===== src/rtl/dht11_report_pkg.sv =====
// Shared constants and types for the DHT11 text reporter: ASCII codes, FSM states,
// line-template slot indices and digit helpers.
package dht11_report_pkg;

   localparam logic [7:0] ASC_H   = 8'h48;
   localparam logic [7:0] ASC_T   = 8'h54;
   localparam logic [7:0] ASC_EQ  = 8'h3D;
   localparam logic [7:0] ASC_DOT = 8'h2E;
   localparam logic [7:0] ASC_SP  = 8'h20;
   localparam logic [7:0] ASC_CR  = 8'h0D;
   localparam logic [7:0] ASC_LF  = 8'h0A;
   localparam logic [7:0] ASC_0   = 8'h30;

   localparam int CONV_LEN = 8;

   typedef enum logic [1:0] {IDLE, CONV, SEND} state_t;

   typedef struct packed {
      logic [7:0] humInt;
      logic [7:0] humDec;
      logic [7:0] tempInt;
      logic [7:0] tempDec;
   } meas_t;

   localparam int SLOT_W    = 5;
   localparam int NUM_SLOTS = 17;
   typedef logic [SLOT_W-1:0] slot_t;

   // "H=hhh.d T=ttt.d" CR LF, one slot per possible character
   localparam slot_t SLOT_H    = 5'd0;
   localparam slot_t SLOT_EQ1  = 5'd1;
   localparam slot_t SLOT_HH   = 5'd2;
   localparam slot_t SLOT_HT   = 5'd3;
   localparam slot_t SLOT_HU   = 5'd4;
   localparam slot_t SLOT_HDOT = 5'd5;
   localparam slot_t SLOT_HDEC = 5'd6;
   localparam slot_t SLOT_SP   = 5'd7;
   localparam slot_t SLOT_T    = 5'd8;
   localparam slot_t SLOT_EQ2  = 5'd9;
   localparam slot_t SLOT_TH   = 5'd10;
   localparam slot_t SLOT_TT   = 5'd11;
   localparam slot_t SLOT_TU   = 5'd12;
   localparam slot_t SLOT_TDOT = 5'd13;
   localparam slot_t SLOT_TDEC = 5'd14;
   localparam slot_t SLOT_CR   = 5'd15;
   localparam slot_t SLOT_LF   = 5'd16;

   function automatic logic [7:0] digitChar(input logic [3:0] d);
      return ASC_0 + {4'b0000, d};
   endfunction

   function automatic logic [7:0] decChar(input logic [7:0] d);
      return (d > 8'd9) ? ASC_0 + 8'd9 : ASC_0 + d;
   endfunction

endpackage


===== src/rtl/bin2bcd8.sv =====
// Sequential double-dabble, 8 bits to three BCD digits. iStart loads the operand,
// eight shift cycles follow; oDone is high in the last shift cycle, digits hold afterwards.
module bin2bcd8
   import dht11_report_pkg::*;
(
   input  logic       iClk,
   input  logic       iRstn,
   input  logic       iStart,
   input  logic [7:0] iBin,
   output logic [3:0] oHund,
   output logic [3:0] oTens,
   output logic [3:0] oOnes,
   output logic       oDone
);

   logic [11:0] bcd;
   logic [11:0] bcdAdj;
   logic [7:0]  sh;
   logic [3:0]  cnt;

   function automatic logic [3:0] add3(input logic [3:0] d);
      return (d >= 4'd5) ? d + 4'd3 : d;
   endfunction

   always_comb bcdAdj = {add3(bcd[11:8]), add3(bcd[7:4]), add3(bcd[3:0])};

   always_ff @(posedge iClk or negedge iRstn) begin
      if (!iRstn) begin
         bcd <= '0;
         sh  <= '0;
         cnt <= 4'(CONV_LEN);
      end else if (iStart) begin
         bcd <= '0;
         sh  <= iBin;
         cnt <= '0;
      end else if (cnt != 4'(CONV_LEN)) begin
         {bcd, sh} <= {bcdAdj, sh} << 1;
         cnt       <= cnt + 4'd1;
      end
   end

   assign oHund = bcd[11:8];
   assign oTens = bcd[7:4];
   assign oOnes = bcd[3:0];
   assign oDone = (cnt == 4'(CONV_LEN - 1));

endmodule


===== src/rtl/dht11_uart_reporter.sv =====
// Formats each DHT11 measurement as "H=44.0 T=23.0" CR LF and streams it over valid/ready.
// First byte 9 cycles after the strobe; holds each byte until accepted, one-deep pending slot.
module dht11_uart_reporter
   import dht11_report_pkg::*;
#(
   parameter bit EN_DECIMAL = 1'b1,
   parameter bit TERM_CRLF  = 1'b1
) (
   input  logic       iClk,
   input  logic       iRstn,
   input  logic       iEnable,
   input  logic       iDhtDataValid,
   input  logic [7:0] iHumInt,
   input  logic [7:0] iHumDec,
   input  logic [7:0] iTempInt,
   input  logic [7:0] iTempDec,
   output logic [7:0] oTxData,
   output logic       oTxValid,
   input  logic       iTxReady,
   output logic       oBusy,
   output logic       oDropped
);

   state_t state, stateNext;
   meas_t  strobeMeas, pend, capNext;
   logic   pendVld, dropPulse;
   logic [7:0] capHumDec, capTempDec;
   slot_t  slot, slotNext;
   logic [NUM_SLOTS-1:0] slotEn;
   logic   stb, accept, finalAcc, loadCap;
   logic [3:0] humH, humT, humO, tempH, tempT, tempO;
   logic   humDone, tempDone;

   assign stb        = iEnable && iDhtDataValid;
   assign strobeMeas = '{humInt: iHumInt, humDec: iHumDec, tempInt: iTempInt, tempDec: iTempDec};
   assign accept     = (state == SEND) && iTxReady;
   assign finalAcc   = accept && (slot == SLOT_LF);
   // A strobe landing on the final accept is newer than anything pending, so it is served next
   assign loadCap    = ((state == IDLE) && stb) || (finalAcc && (stb || pendVld));
   assign capNext    = stb ? strobeMeas : pend;

   bin2bcd8 uHumBcd (
      .iClk(iClk), .iRstn(iRstn), .iStart(loadCap), .iBin(capNext.humInt),
      .oHund(humH), .oTens(humT), .oOnes(humO), .oDone(humDone)
   );

   bin2bcd8 uTempBcd (
      .iClk(iClk), .iRstn(iRstn), .iStart(loadCap), .iBin(capNext.tempInt),
      .oHund(tempH), .oTens(tempT), .oOnes(tempO), .oDone(tempDone)
   );

   always_ff @(posedge iClk or negedge iRstn) begin
      if (!iRstn) begin
         capHumDec  <= '0;
         capTempDec <= '0;
      end else if (loadCap) begin
         capHumDec  <= capNext.humDec;
         capTempDec <= capNext.tempDec;
      end
   end

   always_ff @(posedge iClk or negedge iRstn) begin
      if (!iRstn) begin
         pend      <= '0;
         pendVld   <= 1'b0;
         dropPulse <= 1'b0;
      end else begin
         dropPulse <= 1'b0;
         if (finalAcc) begin
            pendVld   <= 1'b0;
            dropPulse <= stb && pendVld;
         end else if (stb && (state != IDLE)) begin
            pend      <= strobeMeas;
            pendVld   <= 1'b1;
            dropPulse <= pendVld;
         end
      end
   end

   always_comb begin
      slotEn            = '1;
      slotEn[SLOT_HH]   = (humH != 4'd0);
      slotEn[SLOT_HT]   = (humH != 4'd0) || (humT != 4'd0);
      slotEn[SLOT_TH]   = (tempH != 4'd0);
      slotEn[SLOT_TT]   = (tempH != 4'd0) || (tempT != 4'd0);
      slotEn[SLOT_HDOT] = EN_DECIMAL;
      slotEn[SLOT_HDEC] = EN_DECIMAL;
      slotEn[SLOT_TDOT] = EN_DECIMAL;
      slotEn[SLOT_TDEC] = EN_DECIMAL;
      slotEn[SLOT_CR]   = TERM_CRLF;
   end

   // Lowest enabled slot above the current one; LF is always enabled so it is the fallback
   always_comb begin
      slotNext = SLOT_LF;
      for (int i = NUM_SLOTS - 1; i >= 0; i--) begin
         if ((i > int'(slot)) && slotEn[i]) slotNext = slot_t'(i);
      end
   end

   always_ff @(posedge iClk or negedge iRstn) begin
      if (!iRstn)               slot <= SLOT_H;
      else if (state != SEND)   slot <= SLOT_H;
      else if (accept)          slot <= slotNext;
   end

   always_ff @(posedge iClk or negedge iRstn) begin
      if (!iRstn) state <= IDLE;
      else        state <= stateNext;
   end

   always_comb begin
      stateNext = state;
      case (state)
         IDLE:    if (stb) stateNext = CONV;
         CONV:    if (humDone && tempDone) stateNext = SEND;
         SEND:    if (finalAcc) stateNext = loadCap ? CONV : IDLE;
         default: stateNext = IDLE;
      endcase
   end

   always_comb begin
      oTxValid = (state == SEND);
      oBusy    = (state != IDLE);
      oDropped = dropPulse;
      oTxData  = 8'h00;
      if (state == SEND) begin
         case (slot)
            SLOT_H:             oTxData = ASC_H;
            SLOT_T:             oTxData = ASC_T;
            SLOT_EQ1, SLOT_EQ2: oTxData = ASC_EQ;
            SLOT_HDOT, SLOT_TDOT: oTxData = ASC_DOT;
            SLOT_SP:            oTxData = ASC_SP;
            SLOT_HH:            oTxData = digitChar(humH);
            SLOT_HT:            oTxData = digitChar(humT);
            SLOT_HU:            oTxData = digitChar(humO);
            SLOT_HDEC:          oTxData = decChar(capHumDec);
            SLOT_TH:            oTxData = digitChar(tempH);
            SLOT_TT:            oTxData = digitChar(tempT);
            SLOT_TU:            oTxData = digitChar(tempO);
            SLOT_TDEC:          oTxData = decChar(capTempDec);
            SLOT_CR:            oTxData = ASC_CR;
            SLOT_LF:            oTxData = ASC_LF;
            default:            oTxData = 8'h00;
         endcase
      end
   end

endmodule


===== config.mk =====
export PLATFORM = sky130hd
export DESIGN_NAME = dht11_uart_reporter
export DESIGN_NICKNAME = d
export VERILOG_FILES = /design/src/rtl/dht11_report_pkg.sv /design/src/rtl/bin2bcd8.sv /design/src/rtl/dht11_uart_reporter.sv
export SDC_FILE = /design/constraint.sdc
export NUM_CORES = 1
export LEC_CHECK = 0
export CORE_MARGIN = 2
export CORE_UTILIZATION = 50
export DETAILED_ROUTE_END_ITERATION = 6
export PLACE_DENSITY = 0.68
export REMOVE_ABC_BUFFERS = 1
export SLEW_MARGIN = 5
export SYNTH_ARGS = -nofsm -noshare
export SYNTH_HDL_FRONTEND = slang
export SYNTH_HIERARCHICAL = 1
export SYNTH_SLANG_ARGS = --single-unit

===== constraint.sdc =====
create_clock -name iClk -period 2.7 [get_ports iClk]
set_clock_uncertainty 0.05 [all_clocks]
set_input_delay 0.54 -clock iClk [delete_from_list [all_inputs] [get_ports iClk]]
set_output_delay 0.54 -clock iClk [all_outputs]
set_load 0.03 [all_outputs]

Word-level counts from Yosys, hierarchy flattened
Cells that the tools add are included.
Widths: inputs -> output; s select.
{"block": "word_totals", "regBits": 105, "inputBits": 37, "word_cells": 162}
{"block": "op_classes", "add_sub_neg": 16, "n_lt_le_gt_ge": 23, "eq_ne": 26, "n_mux": 49, "bitwise": 1, "reduce_logical": 31}
{"cell": "$pmux 8 s15", "count": 1}
{"cell": "$mux 5", "count": 17}
{"cell": "$mux 8", "count": 7}
{"cell": "$mux 12", "count": 4}
{"cell": "$add 6x4->7 const A", "count": 6}
{"cell": "$eq 5x4->1 const B", "count": 8}
{"cell": "$gt 4x5->1 const A", "count": 8}
{"cell": "$mux 32", "count": 1}
{"cell": "$mux 4", "count": 8}
{"cell": "$ge 4x3->1 const B", "count": 6}
{"cell": "$eq 5x3->1 const B", "count": 4}
{"cell": "$gt 3x5->1 const A", "count": 4}
{"cell": "$add 4x2->4 const B", "count": 4}
{"cell": "$add 6x8->8 const A", "count": 2}
{"cell": "$gt 8x4->1 const B", "count": 2}
{"cell": "$reduce_bool 4->1", "count": 4}
{"cell": "$logic_and 1x1->1", "count": 12}
{"cell": "$eq 5x2->1 const B", "count": 2}
{"cell": "$gt 2x5->1 const A", "count": 2}
{"cell": "$reduce_bool 2->1", "count": 5}
{"cell": "$add 4x1->4 const B", "count": 2}
{"cell": "$eq 4x3->1 const B", "count": 2}
{"cell": "$ne 4x4->1 const B", "count": 2}
{"cell": "$add 3x2->3 const B", "count": 2}
{"cell": "other kinds (18)", "count": 31}

Longest topological paths before layout
Gate-level depths: netlist of the first run.
{"block": "logic_depth", "depth_word": 18, "ltp_mapped": 10}

By module
The synthesis of the first run kept the hierarchy.
{"module": "dht11_uart_reporter", "instances": 1, "cells_each": 334, "area_per_inst_um2": 3681.0}
{"module": "bin2bcd8 (uHumBcd)", "instances": 1, "cells_each": 153, "area_per_inst_um2": 1392.6}
{"module": "bin2bcd8 (uTempBcd)", "instances": 1, "cells_each": 142, "area_per_inst_um2": 1328.8}

Least setup slack after synthesis of the first run
No wires, ideal clock.
{"block": "synth_path", "path_type": "reg2out", "startpoint": "register slot[2]", "endpoint": "output port oTxData[0]", "arrival_time_ps": 1979, "required_ps": 2110, "path_slack_ps": 131, "path_stages_with_launch": 6, "path_buffers": 1, "cell_sequence": "dfrtp_1 buf_2 or4b_2 o22ai_1 a211oi_1 a31oi_1"}
{"block": "synth_between", "elab_chain_cells": 4}
{"element": "start, declared", "line": "dht11_uart_reporter.sv:28", "source": "slot_t slot, slotNext;"}
{"element": "start signal, assigned", "line": "dht11_uart_reporter.sv:104", "source": "else if (accept) slot <= slotNext;"}
{"element": "$eq 5x3->1 (tied with other cells)", "line": "dht11_uart_reporter.sv:128", "source": "case (slot)"}
{"element": "$reduce_or 2->1", "line": "dht11_uart_reporter.sv:128"}
{"element": "$pmux 8 s15 *", "line": "dht11_uart_reporter.sv:128"}
{"element": "$mux 8 *", "line": "dht11_uart_reporter.sv:127", "source": "if (state == SEND) begin"}
{"element": "end, declared", "line": "dht11_uart_reporter.sv:17", "source": "output logic [7:0] oTxData,"}
Mark *: on every way between the ends. The rest lies on a longest branch, timed or not.

Final worst setup path of the first run
{"block": "layout_path", "startpoint": "register slot[1]", "endpoint": "output port oTxData[0]"}
The elaborated chain is that of the path after synthesis.

==> results of run 1 <==
## per-layer routing
layer	global-route usage	vias to the layer above	share of wire
met5	0	-	0
met4	0.0910	0	0.022
met3	0.0345	25	0.040
met2	0.383	113	0.49
met1	0.288	2427	0.45
li1	-	2398	-
## worst paths after layout
path / cells after the start / endpoint / start
max: 6 / oTxData[0] / slot[1]
min: 1 / slot[1] / iRstn
max reg2reg: 7 / capTempDec[0] / slot[1]
min reg2reg: 1 / pend[24] / pend[24]
max in group asynchronous: 2 / capTempDec[5] / iRstn
min in group iClk: 1 / pend[24] / pend[24]
## per-stage QoR
step	total power, mW	cells	hold slack [ns]	setup WS [ns]	utilization
final	6.64	865	0.109	-0.0244	0.615
after global routing	7.14	865	0.159	-0.0737	0.615
after CTS	6.53	864	0.127	-0.0135	0.598
after detailed placement	5.17	833	0.442	0.202	0.560
after global placement	5.00	833	0.435	0.199	0.560
after floorplan	4.45	588	0.194	-0.0583	-
## cell type report
type,count,area [um^2],share of cell area
repair buffers,89,848,0.110
well taps,172,215,0.0279
inverters,35,131,0.0170
flip-flops and latches,105,2640,0.341
multi-input cells,448,3600,0.467
clock inverters,5,36.3,0.00470
clock buffers,11,253,0.0327
## power breakdown
| part | internal [mW] | switching [mW] |
|---|---|---|
| registers | 2.22 | 0.589 |
| clock network | 0.684 | 0.625 |
| logic | 1.32 | 1.20 |
| total | 4.22 | 2.42 |
## cells by family (layout without fill, tap and decap cells)
logic type      after synthesis  after routing  synth area share
mux                          99             99             0.171
other cells                   1              1          0.000586
compound gates              126            126             0.130
buf+inv                      76            140            0.0633
xor+xnor                      8              8            0.0109
simple gates                194            194             0.174
fa+ha+maj                    20             20            0.0391
flops                       105            105             0.411
## repair_timing
action / CTS / global route
buffers inserted: 15 / 2
pin swaps: 6 / 12
resized for setup: 24 / 41
endpoints found under the setup margin: 7 / 7
## synthesized netlist by cell type, types with 3 or more instances
library cell / number / area (um^2)
sky130_fd_sc_hd__a211oi_1: 5 / 37.5
sky130_fd_sc_hd__a21oi_1: 25 / 125
sky130_fd_sc_hd__a31oi_1: 8 / 50.1
sky130_fd_sc_hd__and2_1: 3 / 18.8
sky130_fd_sc_hd__buf_2: 10 / 50.1
sky130_fd_sc_hd__buf_4: 4 / 30.0
sky130_fd_sc_hd__buf_6: 8 / 90.1
sky130_fd_sc_hd__clkbuf_1: 15 / 56.3
sky130_fd_sc_hd__dfrtp_1: 103 / 2580
sky130_fd_sc_hd__ha_1: 20 / 250
sky130_fd_sc_hd__inv_1: 34 / 128
sky130_fd_sc_hd__mux2_2: 69 / 777
sky130_fd_sc_hd__mux2_4: 4 / 60.1
sky130_fd_sc_hd__mux2i_1: 26 / 260
sky130_fd_sc_hd__nand2_1: 50 / 188
sky130_fd_sc_hd__nand2b_1: 10 / 62.6
sky130_fd_sc_hd__nand3_1: 23 / 115
sky130_fd_sc_hd__nand3b_1: 6 / 45.0
sky130_fd_sc_hd__nand4b_1: 4 / 35.0
sky130_fd_sc_hd__nor2_1: 27 / 101
sky130_fd_sc_hd__nor2b_1: 13 / 81.3
sky130_fd_sc_hd__nor3_1: 4 / 20.0
sky130_fd_sc_hd__nor3b_1: 6 / 45.0
sky130_fd_sc_hd__nor4_1: 5 / 31.3
sky130_fd_sc_hd__o2111ai_1: 7 / 61.3
sky130_fd_sc_hd__o211ai_1: 7 / 52.6
sky130_fd_sc_hd__o21a_1: 3 / 22.5
sky130_fd_sc_hd__o21ai_0: 37 / 185
sky130_fd_sc_hd__o22ai_1: 3 / 18.8
sky130_fd_sc_hd__o32ai_1: 3 / 26.3
sky130_fd_sc_hd__or3_1: 11 / 68.8
sky130_fd_sc_hd__or3b_2: 3 / 26.3
sky130_fd_sc_hd__or4_1: 10 / 75.1
sky130_fd_sc_hd__xnor2_1: 6 / 52.6
## worst max-delay path, stage by stage (launching register included)
cell and delay [ns]:
sky130_fd_sc_hd__dfrtp_2 0.47, sky130_fd_sc_hd__buf_4 0.16, sky130_fd_sc_hd__buf_4 0.16, sky130_fd_sc_hd__nor4_4 0.39, sky130_fd_sc_hd__o21ai_4 0.16, sky130_fd_sc_hd__a31oi_1 0.23
sky130_fd_sc_hd__buf_4 0.20
## registers in the layout (all words and copies together) (netlist names)
register	count
capHumDec	8
capTempDec	8
oDropped	1
pend	32
pendVld	1
slot	5
state	2
uHumBcd/bcd	12
uHumBcd/cnt	4
uHumBcd/sh	8
uTempBcd/bcd	12
uTempBcd/cnt	4
uTempBcd/sh	8
==> results.md, run 1 <==
- Result of the run: complete, but fails checks
- Violated checks: negative setup slack
- Least-Margin Pin Slew: 0.639 ns
- Sequential cell area fraction in the yosys report: 0.411
- Power per cell area: 860 nW/um^2
- Warnings from Yosys: 6
- Min-Delay Path Class: in -> async
- Clk slew on worst S/H paths: 0.08 ns
- Synthesized area: 6400 um^2
- Static Leakage: 3.15 nW
- Top library cells by usage in the layout, fill and taps aside: sky130_fd_sc_hd__dfrtp_1 (98), sky130_fd_sc_hd__mux2_2 (69), sky130_fd_sc_hd__nand2_1 (49)
- Top-Level Pins: 48
- Setup-violating endpoint count in the final report: 2
- Commonest non-fill, non-tap cell in the layout: sky130_fd_sc_hd__dfrtp_1
- Register-to-register path setup slack: 0.11 ns
- Total Routing Usage GR: 0.225
- First-pass GRT wire length: 24.1 mm
- Final std cell area, no fill: 7720 um^2
- Tcrit/Tclk final: 1.01
- Clock tree from TritonCTS: built
- Violation count after the first detailed-routing iteration: 206
- Count of input and output buffers: 46
- Max-Cap Viols: 0
- Starting utilization of the core area: 0.509
- Number of buffers inserted during clock tree synthesis: 9
- Final sum of negative setup slack: -0.0473 ns
- Library cells used by synthesis: 76
- Total inserted antenna cells: 0
- Number of iterations in the first detailed-routing pass: 5
- Count of H-tree levels built during CTS: 3
- # clock sinks: 105
- RSZ-0062 raised after global routing: yes
- Count of nets left with antenna violations after detail routing: 0
- Detail Placement HPWL: 9.97 mm
- Post-layout minimum cycle time: 2.72 ns
- Share of cells above drive strength 1: 0.289
- Vias in the first global route: 5026
- Placer Congestion: 0.890
- Max Root-Sink Buffers: 2
- Gate Count Post-Synth: 629
- Critical path type: reg -> out
- Routed via count divided by cell count: 5.74
- Horizontal extent of the die: 117 um
- Highest clock frequency the design can meet: 367 MHz
- Largest net degree at the start of global routing: 43
- Initial antenna violation count: 0
- Drt total wl: 14.6 mm
- Number of enable-type register cells in the synthesized netlist: 0
- Source-to-sink clock delay at the later pin of the worst-skew pair: 0.36 ns
- Nature of the critical path startpoint: register
- Vertical die dimension: 117 um
- Setup slack of the critical path after layout: -0.0244 ns
- Worst VDD drop: 409 uV
- Required arrival time at the worst endpoint: 2.11 ns
- Total placed instance area: 7040 um^2
- Final hold violation count: 0
- Maximum fanout along the worst path: 9
- Worst setup EP type: primary output
- Cell Rows: 41
- Final number of max-transition violations: 0
- Primary FF master, synth: sky130_fd_sc_hd__dfrtp_1
- Syn Area/Cell: 10.2 um^2
- Crit path arrival time: 2.13 ns
- Synthesis-stage register bit count: 105
- CTS Hold Bufs: 0
- Via count: 4963
- Post-layout nets: 745
- Root Buffer: sky130_fd_sc_hd__clkbuf_16
- Fill cells: 1043
- Core box area: 12600 um^2
- Detail-routed net length per standard cell: 16.9 um
- Proportion of register bits with asynchronous set or reset after synthesis: 1.00
- Die footprint: 13700 um^2
- Remaining design rule violation count: 0
- Area growth syn-to-layout: 20.6%
- Headroom to the max-slew limit: 0.570
- Overflow left after global routing: 0
(Power assumes the default switching activity.)
==> run 2: changes to the inputs <==
--- a/config.mk
+++ b/config.mk
@@ -9,4 +9,5 @@
 export CORE_UTILIZATION = 50
 export DETAILED_ROUTE_END_ITERATION = 6
+export GPL_TIMING_DRIVEN = 1
 export PLACE_DENSITY = 0.68
 export REMOVE_ABC_BUFFERS = 1
==> constraint.sdc (replaced) <==
create_clock -name iClk -period 2.7 [get_ports iClk]
set_clock_uncertainty 0.05 [all_clocks]
set_input_delay 0.405 -clock iClk [delete_from_list [all_inputs] [get_ports iClk]]
set_output_delay 0.405 -clock iClk [all_outputs]
set_load 0.03 [all_outputs]
==> run 2 against run 1 <==
Against the previous run:
- the run now ends clean
- final cell count down 0.23%
- routed wire length rose by 0.50%
- count of clock-buffer cells in the layout rose by 2
- die area unchanged
- fmax grew 3.4%
- flip-flop and latch count is the same
- combinational power fell by 6%
- global-route usage rose by 0.069 points
- worst hold slack gained 0.35 ns
- core utilization decreased by 1.2 points
- via count grew 0.75%
==> results.md, run 2 (synthesis gave the netlist of run 1 again) <==
- Registers with the most flip-flops: pend (32), uHumBcd/bcd (12), uTempBcd/bcd (12) (unchanged)
- Final std cell area, no fill: 7570 um^2 (was 7720 um^2)
- Largest register by flop count: pend (unchanged)
- Met2 WL: 7.02 mm (was 7.17 mm)
- Total Routing Usage GR: 0.226 (was 0.225)
- CP peak stage delay: 0.60 ns (was 0.47 ns)
- Crit path arrival time: 2.18 ns (was 2.13 ns)
- Final hold violation count: 0 (unchanged)
- Fill cells: 1054 (was 1043)
- Placer Congestion: 0.851 (was 0.890)
- Max reg flops: 32 (unchanged)
- Top library cells by usage in the layout, fill and taps aside: sky130_fd_sc_hd__dfrtp_1 (98), sky130_fd_sc_hd__mux2_2 (69), sky130_fd_sc_hd__nand2_1 (50) (was sky130_fd_sc_hd__dfrtp_1 (98), sky130_fd_sc_hd__mux2_2 (69), sky130_fd_sc_hd__nand2_1 (49))
- Power per cell area: 865 nW/um^2 (was 860 nW/um^2)
- Worst setup EP type: primary output (unchanged)
- Remaining design rule violation count: 0 (unchanged)
- Post-layout minimum cycle time: 2.63 ns (was 2.72 ns)
- Clock tree from TritonCTS: built (unchanged)
- Result of the run: finished, final reports clean (was complete, but fails checks)
- Overflow left after global routing: 0 (unchanged)
- Detail Placement HPWL: 10.2 mm (was 9.97 mm)
- Number of iterations in the first detailed-routing pass: 5 (unchanged)
- Nature of the critical path startpoint: register (unchanged)
- Violation count after the first detailed-routing iteration: 247 (was 206)
- Count of nets left with antenna violations after detail routing: 0 (unchanged)
- Core box area: 12600 um^2 (unchanged)
- Max Root-Sink Buffers: 2 (unchanged)
- Headroom to the max-slew limit: 0.455 (was 0.570)
- Post-layout nets: 743 (was 745)
- Final number of max-transition violations: 0 (unchanged)
- Min-Delay Path Class: reg -> reg (was in -> async)
- Count of input and output buffers: 46 (unchanged)
- Die footprint: 13700 um^2 (unchanged)
- Clk slew on worst S/H paths: 0.07 ns (was 0.08 ns)
- Routed via count divided by cell count: 5.79 (was 5.74)
- Worst r2r path cells: 8 (was 7)
- CP max stage cell: sky130_fd_sc_hd__or4b_4 (was sky130_fd_sc_hd__dfrtp_2)
- Ordered list of cells on the worst path: or4b_4, nor3b_2, a221oi_1, a31oi_1, buf_4 (was buf_4, buf_4, nor4_4, o21ai_4, a31oi_1, buf_4)
- Initial antenna violation count: 0 (unchanged)
- Commonest non-fill, non-tap cell in the layout: sky130_fd_sc_hd__dfrtp_1 (unchanged)
- Starting utilization of the core area: 0.509 (unchanged)
- Horizontal extent of the die: 117 um (unchanged)
- Highest clock frequency the design can meet: 380 MHz (was 367 MHz)
- Drt total wl: 14.7 mm (was 14.6 mm)
- Top-Level Pins: 48 (unchanged)
- Largest net degree at the start of global routing: 71 (was 43)
- Root Buffer: sky130_fd_sc_hd__clkbuf_16 (unchanged)
- Area taken by flip-flops and latches: 2640 um^2 (unchanged)
- Share of cells above drive strength 1: 0.250 (was 0.289)
- Setup slack of the critical path after layout: 0.0661 ns (was -0.0244 ns)
- Static Leakage: 3.12 nW (was 3.15 nW)
- Total inserted antenna cells: 0 (unchanged)
- Routed length on met1: 6.62 mm (was 6.56 mm)
- RSZ-0062 raised after global routing: no (was yes)
- Power, Total: 6.55 mW (was 6.64 mW)
- Number of buffers inserted during clock tree synthesis: 9 (unchanged)
- Worst Setup Slack post-DPL: 0.263 ns (was 0.202 ns)
- Vias in the first global route: 4849 (was 5026)
- Via count: 5000 (was 4963)
- Vertical die dimension: 117 um (unchanged)
- Number of cells on the worst hold path: 1
- # clock sinks: 105 (unchanged)
- Tcrit/Tclk final: 0.976 (was 1.01)
- Area used by multi-input combinational logic: 3440 um^2 (was 3600 um^2)
- Required arrival time at the worst endpoint: 2.25 ns (was 2.11 ns)
- Setup-violating endpoint count in the final report: 0 (was 2)
- Uppermost signal routing layer after detailed routing: met4 (unchanged)
- Detail-routed net length per standard cell: 17.0 um (was 16.9 um)
- Source-to-sink clock delay at the later pin of the worst-skew pair: 0.35 ns (was 0.36 ns)
- Least-Margin Pin Slew: 0.817 ns (was 0.639 ns)
- Maximum fanout along the worst path: 9 (unchanged)
- Count of H-tree levels built during CTS: 3 (unchanged)
- Critical path type: reg -> out (unchanged)
- Amount of wire on met3 after detailed routing: 653 um (was 578 um)
- Cell Rows: 41 (unchanged)
- Final sum of negative setup slack: 0 ns (was -0.0473 ns)
- Total placed instance area: 7030 um^2 (was 7040 um^2)
- Max-Cap Viols: 0 (unchanged)
- Worst VDD drop: 453 uV (was 409 uV)
- Area growth syn-to-layout: 18.3% (was 20.6%)
- First-pass GRT wire length: 24.2 mm (was 24.1 mm)
## run 2: changes by cell type in the layout (fill, tap and decap cells not counted), sizes merged
cell         before  now
inv              38   35
clkbuf           11   13
bufinv            0    2
clkinvlp          0    1
dlygate4sd3       0    1
clkinv            2    0
buf              51   48
## run 2: through the flow
| stage | instances | hold WS [ns] | util |
|---|---|---|---|
| floorplan | 588 | 0.0594 | - |
| global placement | 830 | 0.344 | 0.559 |
| detailed placement | 830 | 0.363 | 0.559 |
| CTS | 852 | 0.462 | 0.589 |
| global route | 863 | 0.479 | 0.602 |
| finish | 863 | 0.456 | 0.602 |
## run 2: cell type report
type / instances / area share
Timing Repair Buffer: 87 / 0.111
Inverter: 35 / 0.0174
Sequential cell: 105 / 0.348
Clock inverter: 3 / 0.00892
Tap cell: 172 / 0.0284
Clock buffer: 13 / 0.0317
Multi-Input combinational cell: 448 / 0.454
## run 2: power by group
group          internal [mW]  total, mW  switching, mW
sequential              2.22       2.79          0.569
combinational           1.25       2.36           1.12
clock                  0.815       1.39          0.578
## run 2: critical path, delay by kind of cell (launching register included)
kind	cells	cell delay [ns]
buffers and inverters	1	0.21
DFF	1	0.49
and+or+nand+nor	2	0.79
AOI/OAI and AO/OA	2	0.33
## run 2: metal layers
layer,vias up,GRT usage
li1,2400,-
met1,2442,0.311
met2,129,0.360
met3,29,0.0335
met4,0,0.0902
met5,-,0
## run 2: what timing repair did
item                       4_1_cts  5_1_grt
buffers inserted                 5       11
setup endpoints to repair        6        7
resized for setup                6       16
pin swaps                        0        2
hold endpoints to repair        35        0
hold buffers                     1        0
## run 2: final timing paths
| check | endpoint | start | slack (ns) |
|---|---|---|---|
| worst max-delay path | oTxData[3] | slot[1] | 0.07 |
| worst min-delay path | pend[18] | pend[18] | 0.46 |
| worst max register to register | uHumBcd/bcd[2] | slot[1] | 0.41 |
| worst min register to register | pend[18] | pend[18] | 0.46 |
| max in group asynchronous | uTempBcd/cnt[3] | iRstn | 1.32 |
| min in group asynchronous | capHumDec[2] | iRstn | 0.51 |
==> run 3: changes to the inputs <==
SYNTH_HIERARCHICAL = default   (was 1)
==> run 3 against run 2 <==
Against the previous run:
- fmax increased by 0.72%
- first-iteration DRC count up 38%
- sequential share of layout area rose by 2.5 points
- area after synthesis shrank 5.0%
- routed wire length decreased by 1.8%
- highest routed layer unchanged
==> results.md, run 3 <==
- Count of input and output buffers: 46 (unchanged)
- Synthesis-stage register bit count: 105 (unchanged)
- Max-Cap Viols: 0 (unchanged)
- Worst Hold Slack: 0.0281 ns (was 0.456 ns)
- Primary FF master, synth: sky130_fd_sc_hd__dfrtp_1 (unchanged)
- Largest net degree at the start of global routing: 52 (was 71)
- Horizontal extent of the die: 114 um (was 117 um)
- Routed length on met1: 6.42 mm (was 6.62 mm)
- Area share of the leading cell type in the synthesized netlist: 0.424 (was 0.403)
- Static Leakage: 3.10 nW (was 3.12 nW)
- Required arrival time at the worst endpoint: 2.25 ns (about the same)
- # clock sinks: 105 (unchanged)
- Initial antenna violation count: 0 (unchanged)
- Top library cells by usage in the layout, fill and taps aside: sky130_fd_sc_hd__dfrtp_1 (100), sky130_fd_sc_hd__nand2_1 (94), sky130_fd_sc_hd__clkdlybuf4s50_1 (38) (was sky130_fd_sc_hd__dfrtp_1 (98), sky130_fd_sc_hd__mux2_2 (69), sky130_fd_sc_hd__nand2_1 (50))
- Warnings from Yosys: 0 (was 6)
- Min-Delay Path Class: in -> async (was reg -> reg)
- Power per cell area: 916 nW/um^2 (was 865 nW/um^2)
- Worst VDD drop: 512 uV (was 453 uV)
- Die footprint: 13100 um^2 (was 13700 um^2)
- Dominant cell by count in the synthesized netlist: sky130_fd_sc_hd__dfrtp_1 (unchanged)
- Final sum of negative setup slack: 0 ns (unchanged)
- Synthesized area: 6080 um^2 (was 6400 um^2)
- Top cells by instance count after synthesis: sky130_fd_sc_hd__dfrtp_1 (103), sky130_fd_sc_hd__nand2_1 (95), sky130_fd_sc_hd__a21oi_1 (37) (was sky130_fd_sc_hd__dfrtp_1 (103), sky130_fd_sc_hd__mux2_2 (69), sky130_fd_sc_hd__nand2_1 (50))
- Least-Margin Pin Slew: 0.818 ns (was 0.817 ns)
- Placer Congestion: 0.957 (was 0.851)
- Registers with the most flip-flops: pend (32), uHumBcd.bcd (12), uTempBcd.bcd (12) (was pend (32), uHumBcd/bcd (12), uTempBcd/bcd (12))
- Total placed instance area: 6710 um^2 (was 7030 um^2)
- Detail-routed net length per standard cell: 17.3 um (was 17.0 um)
- Sequential cell area fraction in the yosys report: 0.433 (was 0.411)
- Count of H-tree levels built during CTS: 3 (unchanged)
- Number of iterations in the first detailed-routing pass: 4 (was 5)
- Vias in the first global route: 5074 (was 4849)
- Post-placement cell count: 818 (was 830)
- Final hold violation count: 0 (unchanged)
- Critical path type: reg -> out (unchanged)
- Area growth syn-to-layout: 16.2% (was 18.3%)
- Headroom to the max-slew limit: 0.453 (was 0.455)
- Amount of wire on met3 after detailed routing: 633 um (was 653 um)
- Post-layout minimum cycle time: 2.62 ns (was 2.63 ns)
- Commonest non-fill, non-tap cell in the layout: sky130_fd_sc_hd__dfrtp_1 (unchanged)
- Vertical die dimension: 114 um (was 117 um)
- Highest clock frequency the design can meet: 382 MHz (was 380 MHz)
- Total Routing Usage GR: 0.237 (was 0.226)
- Share of cells above drive strength 1: 0.164 (was 0.250)
- Library cell with the largest summed area after synthesis: sky130_fd_sc_hd__dfrtp_1 (unchanged)
- Tcrit/Tclk final: 0.969 (was 0.976)
- Leading cell types by total area after synthesis: sky130_fd_sc_hd__dfrtp_1 (42%), sky130_fd_sc_hd__mux2_2 (6.3%), sky130_fd_sc_hd__nand2_1 (5.9%) (was sky130_fd_sc_hd__dfrtp_1 (40%), sky130_fd_sc_hd__mux2_2 (12%), sky130_fd_sc_hd__mux2i_1 (4.1%))
- Syn Area/Cell: 9.46 um^2 (was 10.2 um^2)
- Number of enable-type register cells in the synthesized netlist: 0 (unchanged)
- Uppermost signal routing layer after detailed routing: met4 (unchanged)
- Overflow left after global routing: 0 (unchanged)
- Max Root-Sink Buffers: 2 (unchanged)
- Total inserted antenna cells: 0 (unchanged)
- Number of non-filler instances in the completed layout: 835 (was 863)
- Proportion of register bits with asynchronous set or reset after synthesis: 1.00 (unchanged)
- End-of-flow core utilization: 0.590 (was 0.602)
- Starting utilization of the core area: 0.508 (was 0.509)
- Final std cell area, no fill: 7060 um^2 (was 7570 um^2)
- Worst setup EP type: primary output (unchanged)
- Top-Level Pins: 48 (unchanged)
- Via count: 4954 (was 5000)
- Source-to-sink clock delay at the later pin of the worst-skew pair: 0.36 ns (was 0.35 ns)
- Number of buffers inserted during clock tree synthesis: 9 (unchanged)
- Largest register by flop count: pend (unchanged)
- Routed via count divided by cell count: 5.93 (was 5.79)
- Drt total wl: 14.4 mm (was 14.7 mm)
- Cell Rows: 40 (was 41)
- Nature of the critical path startpoint: register (unchanged)
- Final number of max-transition violations: 0 (unchanged)
- Count of nets left with antenna violations after detail routing: 0 (unchanged)
- Setup-violating endpoint count in the final report: 0 (unchanged)
- Maximum fanout along the worst path: 10 (was 9)
- Max reg flops: 32 (unchanged)
- Remaining design rule violation count: 0 (unchanged)
- Post-layout nets: 742 (was 743)
- Crit path arrival time: 2.16 ns (was 2.18 ns)
- Met2 WL: 7.10 mm (was 7.02 mm)
- Clock tree from TritonCTS: built (unchanged)
- Library cells used by synthesis: 58 (was 76)
- Root Buffer: sky130_fd_sc_hd__clkbuf_16 (unchanged)
- Violation count after the first detailed-routing iteration: 340 (was 247)
- Gate Count Post-Synth: 643 (was 629)
- Worst r2r path cells: 7 (was 8)
- Result of the run: finished, final reports clean (unchanged)
- Clk slew on worst S/H paths: 0.08 ns (was 0.07 ns)
- First-pass GRT wire length: 24.6 mm (was 24.2 mm)
- Detail Placement HPWL: 10.3 mm (was 10.2 mm)
- Core box area: 12000 um^2 (was 12600 um^2)
## run 3: cell types whose count changed in the layout (fill, tap and decap cells not counted), moves of 14 or more
cell / previous run / this run
sky130_fd_sc_hd__a21oi_1: 23 / 37
sky130_fd_sc_hd__a31oi_1: 6 / 25
sky130_fd_sc_hd__and3_1: 1 / 15
sky130_fd_sc_hd__mux2_2: 69 / 34
sky130_fd_sc_hd__nand2_1: 50 / 94
## run 3: final cells by class
class                      count  area, um^2
clock buffer                   9         225
clock inverter                 7        76.3
fill                        1015        4900
inverter                      24        90.1
multi-input combinational    472        3200
sequential                   105        2630
tap                          147         184
timing repair buffer          71         657
## run 3: timing repair
item / CTS / global route
setup endpoints to repair: 3 / 7
pin swaps: 0 / 2
gates resized for setup: 2 / 9
hold buffers: 0 / 0
setup buffers: 0 / 1
## run 3: final timing paths
kind | startpoint | to | slack (ns)
setup / recovery | slot[0] | oTxData[5] | 0.08
hold / removal | iRstn | slot[0] | 0.03
hold reg to reg | pend[25] | pend[25] | 0.46
setup reg to reg | slot[0] | uHumBcd.sh[1] | 0.46
max in group asynchronous | iRstn | pend[18] | 1.95
min in group iClk | pend[25] | pend[25] | 0.46
## run 3: metrics by stage
stage,setup WS [ns],power (mW)
after floorplan,-0.472,4.44
after global placement,0.409,4.97
after detailed placement,0.332,5.15
after CTS,0.0122,6.49
after global routing,-0.0328,7.00
final,0.0849,6.47
## run 3: power breakdown
part | total (mW) | internal (mW) | leakage (nW) | switching [mW]
logic | 2.35 | 1.15 | 1.68 | 1.19
registers | 2.81 | 2.21 | 1.29 | 0.601
clock network | 1.31 | 0.653 | 0.140 | 0.657
## run 3: kinds of logic (layout without fill, tap and decap cells)
kind of cell / after synthesis / count (layout) / share of synthesized area
AND/OR/NAND/NOR: 221 / 221 / 0.182
AO/OA/AOI/OAI: 155 / 155 / 0.167
flip-flops: 105 / 105 / 0.433
buffers and inverters: 66 / 111 / 0.0482
multiplexers: 58 / 58 / 0.102
adder cells (fa/ha/maj): 22 / 22 / 0.0453
XOR/XNOR: 15 / 15 / 0.0216
other: 1 / 1 / 0.000617
## run 3: critical path: stages (launching register included)
cell and delay (ns):
sky130_fd_sc_hd__dfrtp_2 0.49, sky130_fd_sc_hd__buf_4 0.20, sky130_fd_sc_hd__nor2_4 0.14, sky130_fd_sc_hd__nand2_1 0.11, sky130_fd_sc_hd__a21o_1 0.30, sky130_fd_sc_hd__a211o_1 0.28, sky130_fd_sc_hd__nand3_1 0.10, sky130_fd_sc_hd__buf_4 0.17
## run 3: layer usage
metal | global-route usage | vias to the layer above
li1 | - | 2382
met1 | 0.309 | 2427
met2 | 0.394 | 121
met3 | 0.0524 | 24
met4 | 0.0797 | 0
met5 | 0 | -
